--- config.mk ---
export PLATFORM = sky130hd
export DESIGN_NAME = td4_run_ctrl_flat
export DESIGN_NICKNAME = d
export VERILOG_FILES = /design/src/rtl/td4_ctrl_pkg.sv /design/src/rtl/td4_run_ctrl_if.sv /design/src/rtl/td4_sat_counter.sv /design/src/rtl/td4_run_ctrl.sv /design/src/flat_wrapper.sv
export SDC_FILE = /design/constraint.sdc
export NUM_CORES = 1
export LEC_CHECK = 0
export CORE_ASPECT_RATIO = 0.7
export CORE_MARGIN = 2
export CORE_UTILIZATION = 39
export DETAILED_ROUTE_END_ITERATION = 8
export PLACE_DENSITY = 0.85
export REMOVE_ABC_BUFFERS = 1
export SYNTH_ARGS = -nofsm -noshare
export SYNTH_HDL_FRONTEND = slang
export SYNTH_SLANG_ARGS = --single-unit
--- constraint.sdc ---
create_clock -name clk -period 1.9 [get_ports clk]
set_clock_uncertainty 0.15 [all_clocks]
set_input_delay 0.38 -clock clk [delete_from_list [all_inputs] [get_ports clk]]
set_output_delay 0.38 -clock clk [all_outputs]
set_load 0.05 [all_outputs]
--- src/rtl/td4_ctrl_pkg.sv ---
// Shared encodings, widths and command payload for the TD4 run controller.
package td4_ctrl_pkg;

    localparam int unsigned CNT_W  = 8;
    localparam int unsigned ADDR_W = 4;
    localparam int unsigned DATA_W = 8;

    typedef enum logic [1:0] {
        OP_LOAD = 2'b00,
        OP_RUN  = 2'b01,
        OP_STEP = 2'b10,
        OP_HALT = 2'b11
    } cmd_op_e;

    typedef enum logic [1:0] {
        ST_IDLE = 2'b00,
        ST_LOAD = 2'b01,
        ST_RUN  = 2'b10,
        ST_STEP = 2'b11
    } state_e;

    typedef enum logic [1:0] {
        HC_CMD   = 2'b00,
        HC_BP    = 2'b01,
        HC_LIMIT = 2'b10,
        HC_NONE  = 2'b11
    } halt_cause_e;

    typedef struct packed {
        cmd_op_e             op;
        logic [ADDR_W-1:0]   addr;
        logic [DATA_W-1:0]   data;
    } cmd_t;

    // Breakpoint comparator shared by anything that watches the core PC.
    function automatic logic bp_match(input logic en, input logic [ADDR_W-1:0] bp_addr,
                                      input logic [ADDR_W-1:0] pc);
        return en && (pc == bp_addr);
    endfunction

endpackage

--- src/rtl/td4_run_ctrl_if.sv ---
// Command channel into the run controller: valid/ready handshake plus payload.
interface td4_run_ctrl_if;
    import td4_ctrl_pkg::*;

    logic cmd_valid;
    logic cmd_ready;
    cmd_t cmd_payload;

    modport master (output cmd_valid, output cmd_payload, input  cmd_ready);
    modport slave  (input  cmd_valid, input  cmd_payload, output cmd_ready);

endinterface

--- src/rtl/td4_sat_counter.sv ---
// Clear/enable counter that sticks at all-ones instead of wrapping.
module td4_sat_counter
    import td4_ctrl_pkg::*;
#(
    parameter int unsigned W = CNT_W
) (
    input  logic         clk,
    input  logic         rst,
    input  logic         clr_i,
    input  logic         en_i,
    output logic [W-1:0] count_o
);

    logic [W-1:0] count_q;
    logic [W-1:0] count_d;

    always_comb begin
        count_d = count_q;
        if (clr_i) begin
            count_d = '0;
        end else if (en_i && (count_q != {W{1'b1}})) begin
            count_d = count_q + W'(1);
        end
    end

    always_ff @(posedge clk or posedge rst) begin
        if (rst) begin
            count_q <= '0;
        end else begin
            count_q <= count_d;
        end
    end

    assign count_o = count_q;

endmodule

--- src/rtl/td4_run_ctrl.sv ---
// Load/run/step/halt sequencer for a TD4 core: programs instruction memory,
// gates the core clock enable and stops on HALT, breakpoint or instruction limit.
module td4_run_ctrl
    import td4_ctrl_pkg::*;
#(
    parameter logic [CNT_W-1:0] RUN_LIMIT = CNT_W'(200)
) (
    input  logic               clk,
    input  logic               rst,
    td4_run_ctrl_if.slave      cmd_if,
    output logic               imem_we_o,
    output logic [ADDR_W-1:0]  imem_addr_o,
    output logic [DATA_W-1:0]  imem_wdata_o,
    output logic               cpu_reset_o,
    output logic               cpu_clk_en_c_o,
    input  logic [ADDR_W-1:0]  pc_i,
    input  logic               bp_en_i,
    input  logic [ADDR_W-1:0]  bp_addr_i,
    output state_e             state_o,
    output logic [CNT_W-1:0]   run_count_o,
    output halt_cause_e        halt_cause_o,
    output logic               cmd_err_o
);

    state_e             state_q,      state_d;
    logic               cmd_ready_q,  cmd_ready_d;
    logic               cpu_reset_q,  cpu_reset_d;
    logic               imem_we_q,    imem_we_d;
    logic [ADDR_W-1:0]  imem_addr_q,  imem_addr_d;
    logic [DATA_W-1:0]  imem_wdata_q, imem_wdata_d;
    halt_cause_e        halt_cause_q, halt_cause_d;
    logic               cmd_err_q,    cmd_err_d;
    logic               first_q,      first_d;

    logic               accept;
    logic               halt_cmd;
    logic               bp_hit;
    logic               limit_hit;
    logic               clk_en;
    logic               cnt_clr;
    logic [CNT_W-1:0]   run_count;

    assign accept    = cmd_if.cmd_valid && cmd_ready_q;
    assign halt_cmd  = accept && (cmd_if.cmd_payload.op == OP_HALT);
    // First RUN cycle skips the breakpoint so a run can resume from it.
    assign bp_hit    = !first_q && bp_match(bp_en_i, bp_addr_i, pc_i);
    assign limit_hit = (RUN_LIMIT != '0) && (run_count == RUN_LIMIT);

    always_comb begin
        state_d      = state_q;
        cpu_reset_d  = 1'b0;
        imem_we_d    = 1'b0;
        imem_addr_d  = imem_addr_q;
        imem_wdata_d = imem_wdata_q;
        halt_cause_d = halt_cause_q;
        cmd_err_d    = cmd_err_q;
        first_d      = 1'b0;
        clk_en       = 1'b0;
        cnt_clr      = 1'b0;

        unique case (state_q)
            ST_IDLE: begin
                if (accept) begin
                    unique case (cmd_if.cmd_payload.op)
                        OP_LOAD: begin
                            state_d      = ST_LOAD;
                            imem_we_d    = 1'b1;
                            imem_addr_d  = cmd_if.cmd_payload.addr;
                            imem_wdata_d = cmd_if.cmd_payload.data;
                            cpu_reset_d  = 1'b1;
                        end
                        OP_RUN: begin
                            state_d = ST_RUN;
                            cnt_clr = 1'b1;
                            first_d = 1'b1;
                        end
                        OP_STEP: begin
                            state_d = ST_STEP;
                            cnt_clr = 1'b1;
                        end
                        OP_HALT: ;
                    endcase
                end
            end
            ST_LOAD: state_d = ST_IDLE;
            ST_STEP: begin
                clk_en  = 1'b1;
                state_d = ST_IDLE;
            end
            ST_RUN: begin
                // Halt priority: command, then breakpoint, then limit.
                if (halt_cmd) begin
                    state_d      = ST_IDLE;
                    halt_cause_d = HC_CMD;
                end else if (bp_hit) begin
                    state_d      = ST_IDLE;
                    halt_cause_d = HC_BP;
                end else if (limit_hit) begin
                    state_d      = ST_IDLE;
                    halt_cause_d = HC_LIMIT;
                end else begin
                    clk_en = 1'b1;
                end
                if (accept && !halt_cmd) begin
                    cmd_err_d = 1'b1;
                end
            end
        endcase

        cmd_ready_d = (state_d == ST_IDLE) || (state_d == ST_RUN);
    end

    always_ff @(posedge clk or posedge rst) begin
        if (rst) begin
            state_q      <= ST_IDLE;
            cmd_ready_q  <= 1'b0;
            cpu_reset_q  <= 1'b1;
            imem_we_q    <= 1'b0;
            imem_addr_q  <= '0;
            imem_wdata_q <= '0;
            halt_cause_q <= HC_NONE;
            cmd_err_q    <= 1'b0;
            first_q      <= 1'b0;
        end else begin
            state_q      <= state_d;
            cmd_ready_q  <= cmd_ready_d;
            cpu_reset_q  <= cpu_reset_d;
            imem_we_q    <= imem_we_d;
            imem_addr_q  <= imem_addr_d;
            imem_wdata_q <= imem_wdata_d;
            halt_cause_q <= halt_cause_d;
            cmd_err_q    <= cmd_err_d;
            first_q      <= first_d;
        end
    end

    td4_sat_counter #(
        .W (CNT_W)
    ) u_run_cnt (
        .clk     (clk),
        .rst     (rst),
        .clr_i   (cnt_clr),
        .en_i    (clk_en),
        .count_o (run_count)
    );

    assign cmd_if.cmd_ready = cmd_ready_q;
    assign imem_we_o        = imem_we_q;
    assign imem_addr_o      = imem_addr_q;
    assign imem_wdata_o     = imem_wdata_q;
    assign cpu_reset_o      = cpu_reset_q;
    assign cpu_clk_en_c_o   = clk_en;
    assign state_o          = state_q;
    assign run_count_o      = run_count;
    assign halt_cause_o     = halt_cause_q;
    assign cmd_err_o        = cmd_err_q;

endmodule

--- src/flat_wrapper.sv ---
// flat-port wrapper written by rule: the top's interface ports become plain ports
module td4_run_ctrl_flat import td4_ctrl_pkg::*;
#(
    parameter logic [CNT_W-1:0] RUN_LIMIT = CNT_W'(200)
)
  (clk, rst, imem_we_o, imem_addr_o, imem_wdata_o, cpu_reset_o, cpu_clk_en_c_o, pc_i, bp_en_i, bp_addr_i, state_o, run_count_o, halt_cause_o, cmd_err_o, cmd_if_cmd_valid, cmd_if_cmd_payload, cmd_if_cmd_ready);
  td4_run_ctrl_if cmd_if_i ();
  input  logic clk;
  input  logic rst;
  output logic imem_we_o;
  output logic [ADDR_W-1:0] imem_addr_o;
  output logic [DATA_W-1:0] imem_wdata_o;
  output logic cpu_reset_o;
  output logic cpu_clk_en_c_o;
  input  logic [ADDR_W-1:0] pc_i;
  input  logic bp_en_i;
  input  logic [ADDR_W-1:0] bp_addr_i;
  output state_e state_o;
  output logic [CNT_W-1:0] run_count_o;
  output halt_cause_e halt_cause_o;
  output logic cmd_err_o;
  input wire logic [$bits(cmd_if_i.cmd_valid)-1:0] cmd_if_cmd_valid;
  input wire logic [$bits(cmd_if_i.cmd_payload)-1:0] cmd_if_cmd_payload;
  output wire logic [$bits(cmd_if_i.cmd_ready)-1:0] cmd_if_cmd_ready;
  assign cmd_if_i.cmd_valid = cmd_if_cmd_valid;
  assign cmd_if_i.cmd_payload = cmd_if_cmd_payload;
  assign cmd_if_cmd_ready = cmd_if_i.cmd_ready;
  td4_run_ctrl #(.RUN_LIMIT(RUN_LIMIT)) u_core (.clk(clk), .rst(rst), .cmd_if(cmd_if_i), .imem_we_o(imem_we_o), .imem_addr_o(imem_addr_o), .imem_wdata_o(imem_wdata_o), .cpu_reset_o(cpu_reset_o), .cpu_clk_en_c_o(cpu_clk_en_c_o), .pc_i(pc_i), .bp_en_i(bp_en_i), .bp_addr_i(bp_addr_i), .state_o(state_o), .run_count_o(run_count_o), .halt_cause_o(halt_cause_o), .cmd_err_o(cmd_err_o));
endmodule
==> reports/qor.yml, run 1 <==
power:
  total_switching_power_mw: 1.59
  pwr-share-comb_pct: 59.2
  power.internal_mw: 1.95
  power.share.sequential_pct: 27.3
  p_per_area_nw_per_um2: 1440
  p_leak_nw: 1.19
  vdd_ir_drop_max_v: 0.00106
  switching_share_pct: 44.9
  power.clock.fraction_pct: 13.5
sta:
  final_period_demand_of_the_worst_path_ns: 2.24
  maxSlewViolCount: 0
  setup-tns-final_ns: -0.949
  holdWs_ns: 0.322
  rsz_0062_raised_after_global_routing: "true"
  post-route-period-util_pct: 118
  fmax_ghz: 0.446
  slew_headroom_pct: 72.5
  tightest_slew_ns: 0.409
  final-hold-violation-count: 0
  finalWorstSetupSlack_ns: -0.342
  finalSetupViolCount: 9
critical_path:
  path_class: "reg2out"
  crit_chain: "inv_1 > ha_2 > nand4_1 > o21a_4 > o221ai_4 > inv_2 > buf_8"
  worstSetupStartpointType: "register"
  worst-path-max-fanout: 2
  worstPathArrival_ns: 1.71
  critical_path.slowest_cell: "sky130_fd_sc_hd__dfrtp_1"
  capturing_element_type_of_the_critical_path: "output port"
  r2r_slack_ns: -0.32
  cp.required_ns: 1.37
  worst_path_largest_cell_delay_ns: 0.38
cts:
  clock_tree.root_cell: "sky130_fd_sc_hd__clkbuf_8"
  cts.sink_count: 29
  cts-htree-levels: 2
  clk_transition_reported_paths_ns: 0.06
  post_cts_hold_buffer_count: 0
  clock_path_buffers: 2
  cts_tree: "yes"
  numCtsBuffers: 5
  worst_skew_pair.late_latency_ns: 0.28
grt:
  via_count_of_the_first_global_routing_pass: 1228
  number_of_antenna_violations_at_the_first_check_in_global_routing: 0
  maximum_number_of_pins_on_one_net_before_global_route_repair: 30
  grt_usage_pct: 18.5
  global_route.overflow_total: 0
  grt_first_pass_wirelength_mm: 5.40
floorplanning:
  dieHeight_um: 54.1
  die_area_um2: 4090
  core_region_area_um2: 3490
  chip_width_um: 75.6
  initial_core_util_pct: 40.1
  std_cell_rows: 18
  boundaryPins: 55
run_status:
  violations_in_the_final_reports: "setup timing"
  outcome: "complete, but fails checks"
detailed_routing:
  drt_pass1_iterations: 4
  totalWireLength_mm: 3.80
  via_count: 1268
  detail_route.vias_per_cell: 4.82
  route.antenna.remaining_nets: 0
  drt_iter0_drc: 36
  post_drt_wl_per_cell_um: 14.4
  drc_errors: 0
synthesis:
  netlist_instances: 122
  synth_cell_type_count: 31
  register_bit_total_from_synthesis: 29
  synth_seq_area_share_pct: 52.1
  syn_avg_cell_area_um2: 11.5
  mappedNetlistArea_um2: 1400
  synth.yosys.warnings: 0
cells_and_area:
  post_route_cells_drive_above_1_share_pct: 48.8
  layout-area-overhead-vs-synth_pct: 75.6
  count_of_fill_cells_added_during_filler_insertion: 252
  nets: 245
  antennaDiodeCount: 0
placement:
  portBuffers: 54
  gp_routability_congestion: 0.861
  hpwlAfterDp_mm: 2.67
flow_run:
  maxCapViolCount: 0
min_path:
  min-delay-path-class: "in2async"
[cell type report]
cell class | count | area, um^2 | share of cell area [%]
clock buffers | 6 | 72.6 | 2.95
flip-flops and latches | 29 | 729 | 29.7
clock inverters | 2 | 10.0 | 0.407
repair buffers | 85 | 830 | 33.7
well taps | 50 | 62.6 | 2.54
inverters | 11 | 41.3 | 1.68
multi-input cells | 80 | 713 | 29.0
[synth_stat cells]
library cell,number,area share [%]
sky130_fd_sc_hd__o21ai_0,2,0.71
sky130_fd_sc_hd__nand2_1,14,3.8
sky130_fd_sc_hd__and3_1,1,0.45
sky130_fd_sc_hd__mux2i_1,6,4.3
sky130_fd_sc_hd__dfstp_2,3,5.6
sky130_fd_sc_hd__xnor2_1,3,1.9
sky130_fd_sc_hd__xor2_1,1,0.63
sky130_fd_sc_hd__a21oi_1,3,1.1
sky130_fd_sc_hd__clkbuf_1,1,0.27
sky130_fd_sc_hd__nand3_1,4,1.4
sky130_fd_sc_hd__inv_1,11,2.9
sky130_fd_sc_hd__nand2b_1,2,0.89
sky130_fd_sc_hd__or4b_1,1,0.71
sky130_fd_sc_hd__buf_2,1,0.36
sky130_fd_sc_hd__mux2_2,12,9.7
sky130_fd_sc_hd__dfrtp_1,26,46
sky130_fd_sc_hd__ha_1,7,6.3
sky130_fd_sc_hd__o221ai_4,1,1.9
sky130_fd_sc_hd__and2_1,1,0.45
sky130_fd_sc_hd__or3_1,3,1.3
sky130_fd_sc_hd__o31ai_1,1,0.54
sky130_fd_sc_hd__nor3b_1,1,0.54
sky130_fd_sc_hd__nand4_1,1,0.45
sky130_fd_sc_hd__nor2_1,4,1.1
sky130_fd_sc_hd__nor3_1,4,1.4
sky130_fd_sc_hd__o22ai_1,1,0.45
sky130_fd_sc_hd__o21a_1,2,1.1
sky130_fd_sc_hd__nor4_1,2,0.89
sky130_fd_sc_hd__or4b_2,1,0.71
sky130_fd_sc_hd__o31a_2,1,0.71
sky130_fd_sc_hd__a221oi_2,1,1.1
[flip-flops by register name, indices dropped and copies added, names as in the netlist]
signal / cells
u_core.imem_wdata_o: 8
u_core.u_run_cnt.count_o: 8
u_core.imem_addr_o: 4
u_core.halt_cause_o: 2
u_core.state_o: 2
u_core.cmd_err_o: 1
u_core.cmd_if.cmd_ready: 1
u_core.cpu_reset_o: 1
u_core.first_q: 1
u_core.imem_we_o: 1
[repair_timing]
| item | CTS | global route |
|---|---|---|
| pin swaps | 8 | 11 |
| endpoints found under the setup margin | 12 | 12 |
| buffers inserted | 9 | 4 |
| gates resized for setup | 23 | 20 |
| endpoints found under the hold margin | 0 | 0 |
[per-layer routing]
| layer | global-route usage (%) | vias to the layer above | part of all wire [%] |
|---|---|---|---|
| li1 | - | 597 | - |
| met1 | 22.0 | 618 | 42 |
| met2 | 31.4 | 44 | 51 |
| met3 | 5.43 | 9 | 5.3 |
| met4 | 7.89 | 0 | 2.0 |
| met5 | 0 | - | 0 |
[through the flow]
step	power [mW]	area [um^2]	utilization, %	cells	setup slack [ns]
CTS	3.50	2370	67.8	260	-0.343
global route	3.73	2460	70.4	263	-0.406
floorplan	2.11	1390	-	120	-0.455
finish	3.54	2460	70.4	263	-0.342
detailed placement	2.89	2180	62.4	245	-0.601
global placement	2.83	2180	62.4	245	-0.551
[critical path, delay by kind of cell, from the launching register on]
kind / cells / cell delay, ns
and+or+nand+nor: 1 / 0.14
AOI/OAI and AO/OA: 2 / 0.45
DFF: 1 / 0.38
buffers and inverters: 3 / 0.30
adders and majority gates: 1 / 0.17
[cell usage in the layout, fill, tap and decap left out, types with 2 or more instances in the layout]
| master | Yosys | final |
|---|---|---|
| sky130_fd_sc_hd__nand2b_1 | 2 | 2 |
| sky130_fd_sc_hd__buf_12 | 0 | 8 |
| sky130_fd_sc_hd__xnor2_1 | 3 | 3 |
| sky130_fd_sc_hd__buf_6 | 0 | 4 |
| sky130_fd_sc_hd__nand2_1 | 14 | 13 |
| sky130_fd_sc_hd__nand3_2 | 0 | 2 |
| sky130_fd_sc_hd__dlymetal6s2s_1 | 0 | 6 |
| sky130_fd_sc_hd__dlygate4sd2_1 | 0 | 3 |
| sky130_fd_sc_hd__inv_1 | 11 | 10 |
| sky130_fd_sc_hd__or3_4 | 0 | 2 |
| sky130_fd_sc_hd__clkbuf_8 | 0 | 5 |
| sky130_fd_sc_hd__clkdlybuf4s50_1 | 0 | 14 |
| sky130_fd_sc_hd__nand3_1 | 4 | 2 |
| sky130_fd_sc_hd__nor3_1 | 4 | 4 |
| sky130_fd_sc_hd__ha_2 | 0 | 3 |
| sky130_fd_sc_hd__dfstp_2 | 3 | 3 |
| sky130_fd_sc_hd__mux2i_1 | 6 | 6 |
| sky130_fd_sc_hd__mux2_2 | 12 | 12 |
| sky130_fd_sc_hd__clkinv_2 | 0 | 2 |
| sky130_fd_sc_hd__dfrtp_1 | 26 | 26 |
| sky130_fd_sc_hd__nor2_1 | 4 | 4 |
| sky130_fd_sc_hd__buf_4 | 0 | 47 |
| sky130_fd_sc_hd__ha_1 | 7 | 4 |
| sky130_fd_sc_hd__or4b_4 | 0 | 2 |
[worst paths after layout]
check / from / to / depth (start not counted)
max in group asynchronous: rst / u_core.halt_cause_o[1] / 3
worst min register to register: u_core.halt_cause_o[1] / u_core.halt_cause_o[1] / 2
worst min-delay path: rst / u_core.imem_wdata_o[7] / 3
worst max register to register: u_core.u_run_cnt.count_o[1] / u_core.u_run_cnt.count_o[6] / 12
min in group clk: u_core.halt_cause_o[1] / u_core.halt_cause_o[1] / 2
worst max-delay path: u_core.u_run_cnt.count_o[1] / cpu_clk_en_c_o / 7
[power by group through the flow]
| stage | sequential, mW | clock (mW) | combinational [mW] |
|---|---|---|---|
| after floorplan | 1.71 | 0 | 0.399 |
| after global placement | 0.962 | 0 | 1.86 |
| after detailed placement | 0.978 | 0 | 1.91 |
| after CTS | 0.969 | 0.490 | 2.04 |
| after global routing | 0.997 | 0.526 | 2.21 |
| final | 0.968 | 0.479 | 2.10 |
[cell families (layout without fill, tap and decap cells)]
| group | count (synthesis) | after routing | share of synthesized area (%) |
|---|---|---|---|
| multiplexers | 18 | 18 | 13.9 |
| AO/OA/AOI/OAI | 12 | 12 | 7.51 |
| buffers and inverters | 13 | 104 | 3.57 |
| flip-flops | 29 | 29 | 52.1 |
| adder cells (fa/ha/maj) | 7 | 7 | 6.26 |
| AND/OR/NAND/NOR | 39 | 39 | 14.1 |
| XOR/XNOR | 4 | 4 | 2.50 |
Power figures use the tool's default switching activity.
==> run 2: changes to the inputs <==
--- a/config.mk
+++ b/config.mk
@@ -5,12 +5,14 @@
 export SDC_FILE = /design/constraint.sdc
 export NUM_CORES = 1
 export LEC_CHECK = 0
+export ABC_AREA = 1
 export CORE_ASPECT_RATIO = 0.7
 export CORE_MARGIN = 2
-export CORE_UTILIZATION = 39
+export CORE_UTILIZATION = 40
 export DETAILED_ROUTE_END_ITERATION = 8
-export PLACE_DENSITY = 0.85
+export PLACE_DENSITY = 0.84
 export REMOVE_ABC_BUFFERS = 1
+export SKIP_LAST_GASP = 1
 export SYNTH_ARGS = -nofsm -noshare
 export SYNTH_HDL_FRONTEND = slang
 export SYNTH_SLANG_ARGS = --single-unit
==> run 2 against run 1 <==
Net effect: the flow still finishes with violations (setup timing); flip-flop and latch count is the same; power grew 3.4%; cell count grew 23%; die area grew 7.4%; synthesized cell count grew 54%.
==> reports/qor.yml, run 2 <==
cells_and_area:
  final_cell_mix: "sky130_fd_sc_hd__nand2_1, sky130_fd_sc_hd__buf_4, sky130_fd_sc_hd__dfrtp_1, sky130_fd_sc_hd__inv_1, sky130_fd_sc_hd__nand3_1"  # was sky130_fd_sc_hd__buf_4, sky130_fd_sc_hd__dfrtp_1, sky130_fd_sc_hd__clkdlybuf4s50_1, sky130_fd_sc_hd__nand2_1, sky130_fd_sc_hd__mux2_2
  post_route_cells_drive_above_1_share_pct: 31.0  # was 48.8%
  antennaDiodeCount: 0  # unchanged
  nets: 306  # was 245
  layout-area-overhead-vs-synth_pct: 60.6  # was 75.6%
  mostFrequentLayoutCell: "sky130_fd_sc_hd__nand2_1"  # was sky130_fd_sc_hd__buf_4
power:
  p_leak_nw: 1.36  # was 1.19 nW
  power.internal_mw: 2.02  # was 1.95 mW
  vdd_ir_drop_max_v: 0.00115  # was 0.00106 V
  total_switching_power_mw: 1.65  # was 1.59 mW
  power.share.sequential_pct: 26.3  # was 27.3%
  p_per_area_nw_per_um2: 1470  # was 1440 nW/um^2
  pwr-share-comb_pct: 55.2  # was 59.2%
  power.clock.fraction_pct: 18.4  # was 13.5%
  power_mw: 3.66  # was 3.54 mW
  switching_share_pct: 44.9  # about the same
synthesis:
  netlist_instances: 188  # was 122
  yosysTopAreaCell: "sky130_fd_sc_hd__dfrtp_1"  # unchanged
  async_reset_ff_share_pct: 100  # unchanged
  synth.cells.most_frequent: "sky130_fd_sc_hd__nand2_1, sky130_fd_sc_hd__dfrtp_1, sky130_fd_sc_hd__inv_1"  # was sky130_fd_sc_hd__dfrtp_1, sky130_fd_sc_hd__nand2_1, sky130_fd_sc_hd__mux2_2
  register_bit_total_from_synthesis: 29  # unchanged
  synth_seq_area_share_pct: 47.1  # was 52.1%
  mappedNetlistArea_um2: 1550  # was 1400 um^2
  synth.yosys.warnings: 0  # unchanged
  dominantRegCellSynth: "sky130_fd_sc_hd__dfrtp_1"  # unchanged
  synth_cell_type_count: 25  # was 31
  syn_avg_cell_area_um2: 8.24  # was 11.5 um^2
  yosysMostFrequentCell: "sky130_fd_sc_hd__nand2_1"  # was sky130_fd_sc_hd__dfrtp_1
  yosys-top-cells-area: "sky130_fd_sc_hd__dfrtp_1, sky130_fd_sc_hd__nand2_1, sky130_fd_sc_hd__ha_1"  # was sky130_fd_sc_hd__dfrtp_1, sky130_fd_sc_hd__mux2_2, sky130_fd_sc_hd__ha_1
  count_of_flip_flops_with_a_built_in_enable_after_synthesis: 0  # unchanged
  synth.top_cell.area_share_pct: 42.0  # was 46.5%
placement:
  gp_routability_congestion: 0.771  # was 0.861
  hpwlAfterDp_mm: 2.84  # was 2.67 mm
  portBuffers: 54  # unchanged
  post-place-ws_ns: -0.279  # was -0.601 ns
cts:
  numCtsBuffers: 5  # unchanged
  cts-htree-levels: 2  # unchanged
  cts.sink_count: 29  # unchanged
  clock_tree.root_cell: "sky130_fd_sc_hd__clkbuf_8"  # unchanged
  clock_path_buffers: 2  # unchanged
  cts_tree: "yes"  # unchanged
  clk_transition_reported_paths_ns: 0.07  # was 0.06 ns
  worst_skew_pair.late_latency_ns: 0.29  # was 0.28 ns
critical_path:
  path_class: "in2out"  # was reg2out
  cp.required_ns: 1.37  # about the same
  worst_r2r_src: "u_core.u_run_cnt.count_o[0]"  # was u_core.u_run_cnt.count_o[1]
  worstPathArrival_ns: 1.53  # was 1.71 ns
  worst-path-max-fanout: 2  # unchanged
  worstSetupStartpointType: "input port"  # was register
  capturing_element_type_of_the_critical_path: "output port"  # unchanged
  startpoint: "bp_en_i"  # was u_core.u_run_cnt.count_o[1]
detailed_routing:
  drt_pass1_iterations: 4  # unchanged
  drc_errors: 0  # unchanged
  via_count: 1513  # was 1268
  drt_iter0_drc: 68  # was 36
  post_drt_wl_per_cell_um: 12.5  # was 14.4 um
  route.antenna.remaining_nets: 0  # unchanged
  detail_route.vias_per_cell: 4.67  # was 4.82
  totalWireLength_mm: 4.04  # was 3.80 mm
run_status:
  violations_in_the_final_reports: "setup timing"  # unchanged
  outcome: "complete, but fails checks"  # unchanged
sta:
  holdWs_ns: 0.308  # was 0.322 ns
  fmax_ghz: 0.485  # was 0.446 GHz
  final_period_demand_of_the_worst_path_ns: 2.06  # was 2.24 ns
  maxSlewViolCount: 0  # unchanged
  slew_headroom_pct: 74.3  # was 72.5%
  rsz_0062_raised_after_global_routing: "true"  # unchanged
  final-hold-violation-count: 0  # unchanged
  finalSetupViolCount: 1  # was 9
  post-route-period-util_pct: 108  # was 118%
  tightest_slew_ns: 0.382  # was 0.409 ns
  finalWorstSetupSlack_ns: -0.160  # was -0.342 ns
floorplanning:
  core_region_area_um2: 3630  # was 3490 um^2
  boundaryPins: 55  # unchanged
  dieHeight_um: 56.1  # was 54.1 um
  std_cell_rows: 18  # unchanged
  initial_core_util_pct: 42.7  # was 40.1%
  die_area_um2: 4390  # was 4090 um^2
  chip_width_um: 78.4  # was 75.6 um
grt:
  via_count_of_the_first_global_routing_pass: 1466  # was 1228
  grt_usage_pct: 19.7  # was 18.5%
  number_of_antenna_violations_at_the_first_check_in_global_routing: 0  # unchanged
  global_route.overflow_total: 0  # unchanged
  maximum_number_of_pins_on_one_net_before_global_route_repair: 30  # unchanged
  grt_first_pass_wirelength_mm: 6.63  # was 5.40 mm
flow_run:
  maxCapViolCount: 0  # unchanged
min_path:
  min-delay-path-class: "in2async"  # unchanged
[run 2: cell types whose count changed after synthesis, sizes merged, moves of 11 or more]
cell   change
inv       +14
mux2      -12
nand2     +56
nand3     +13
nor2      +11
[run 2: final timing paths]
path | to | slack, ns | cells after the start
worst max register to register | u_core.u_run_cnt.count_o[4] | 0.06 | 10
worst min-delay path | u_core.imem_addr_o[3] | 0.31 | 3
worst max-delay path | cpu_clk_en_c_o | -0.16 | 7
min in group clk | u_core.cmd_err_o | 0.32 | 1
max in group asynchronous | u_core.halt_cause_o[0] | 0.98 | 3
worst min register to register | u_core.cmd_err_o | 0.32 | 1
[run 2: kinds of logic after synthesis]
family,Yosys count,synth area share [%]
simple gates,113,34.2
buf+inv,29,8.32
flops,29,47.1
fa+ha+maj,7,5.65
compound gates,5,1.94
xor+xnor,5,2.83
[run 2: power by group through the flow]
| stage | clock [mW] | combinational (mW) | sequential (mW) |
|---|---|---|---|
| final | 0.675 | 2.02 | 0.964 |
| after global routing | 0.703 | 2.15 | 0.985 |
| after detailed placement | 0 | 1.95 | 0.964 |
| after floorplan | 0 | 0.427 | 1.65 |
| after CTS | 0.687 | 2.00 | 0.961 |
| after global placement | 0 | 1.90 | 0.967 |
[run 2: layout make-up]
cell class / instances / area, um^2
fill: 308 / 1140
timing repair buffer: 81 / 758
sequential: 29 / 729
multi-input combinational: 130 / 706
inverter: 26 / 111
clock buffer: 6 / 82.6
tap: 50 / 62.6
clock inverter: 2 / 37.5
[run 2: per-layer routing]
layer,vias up,track usage [%],share of wire [%]
li1,755,-,-
met1,691,22.8,42
met2,60,33.6,49
met3,7,5.84,7.0
met4,0,9.27,1.5
met5,-,0,0
[run 2: metrics by stage]
| step | instance area (um^2) | TNS [ns] | std cells | utilization (%) |
|---|---|---|---|---|
| finish | 2490 | -0.160 | 324 | 68.6 |
| global route | 2490 | -0.279 | 324 | 68.6 |
| CTS | 2470 | -0.136 | 322 | 68.2 |
| detailed placement | 2320 | -4.17 | 310 | 64.0 |
| global placement | 2320 | -2.46 | 310 | 64.0 |
| floorplan | 1530 | -1.64 | 185 | - |
[run 2: critical path, cell delays in order]
cell and delay (ns):
sky130_fd_sc_hd__clkdlybuf4s50_1 0.46, sky130_fd_sc_hd__nand3_1 0.07, sky130_fd_sc_hd__nor2_1 0.11, sky130_fd_sc_hd__nand2_1 0.09
sky130_fd_sc_hd__nand4_1 0.15, sky130_fd_sc_hd__nand2_2 0.11, sky130_fd_sc_hd__buf_12 0.16
[run 2: what timing repair did]
item | in CTS | in global routing
pin swaps | 9 | 2
endpoints found under the setup margin | 1 | 1
setup buffers | 4 | 2
resized for setup | 16 | 0
hold buffers | 0 | 0
hold endpoints to repair | 0 | 0
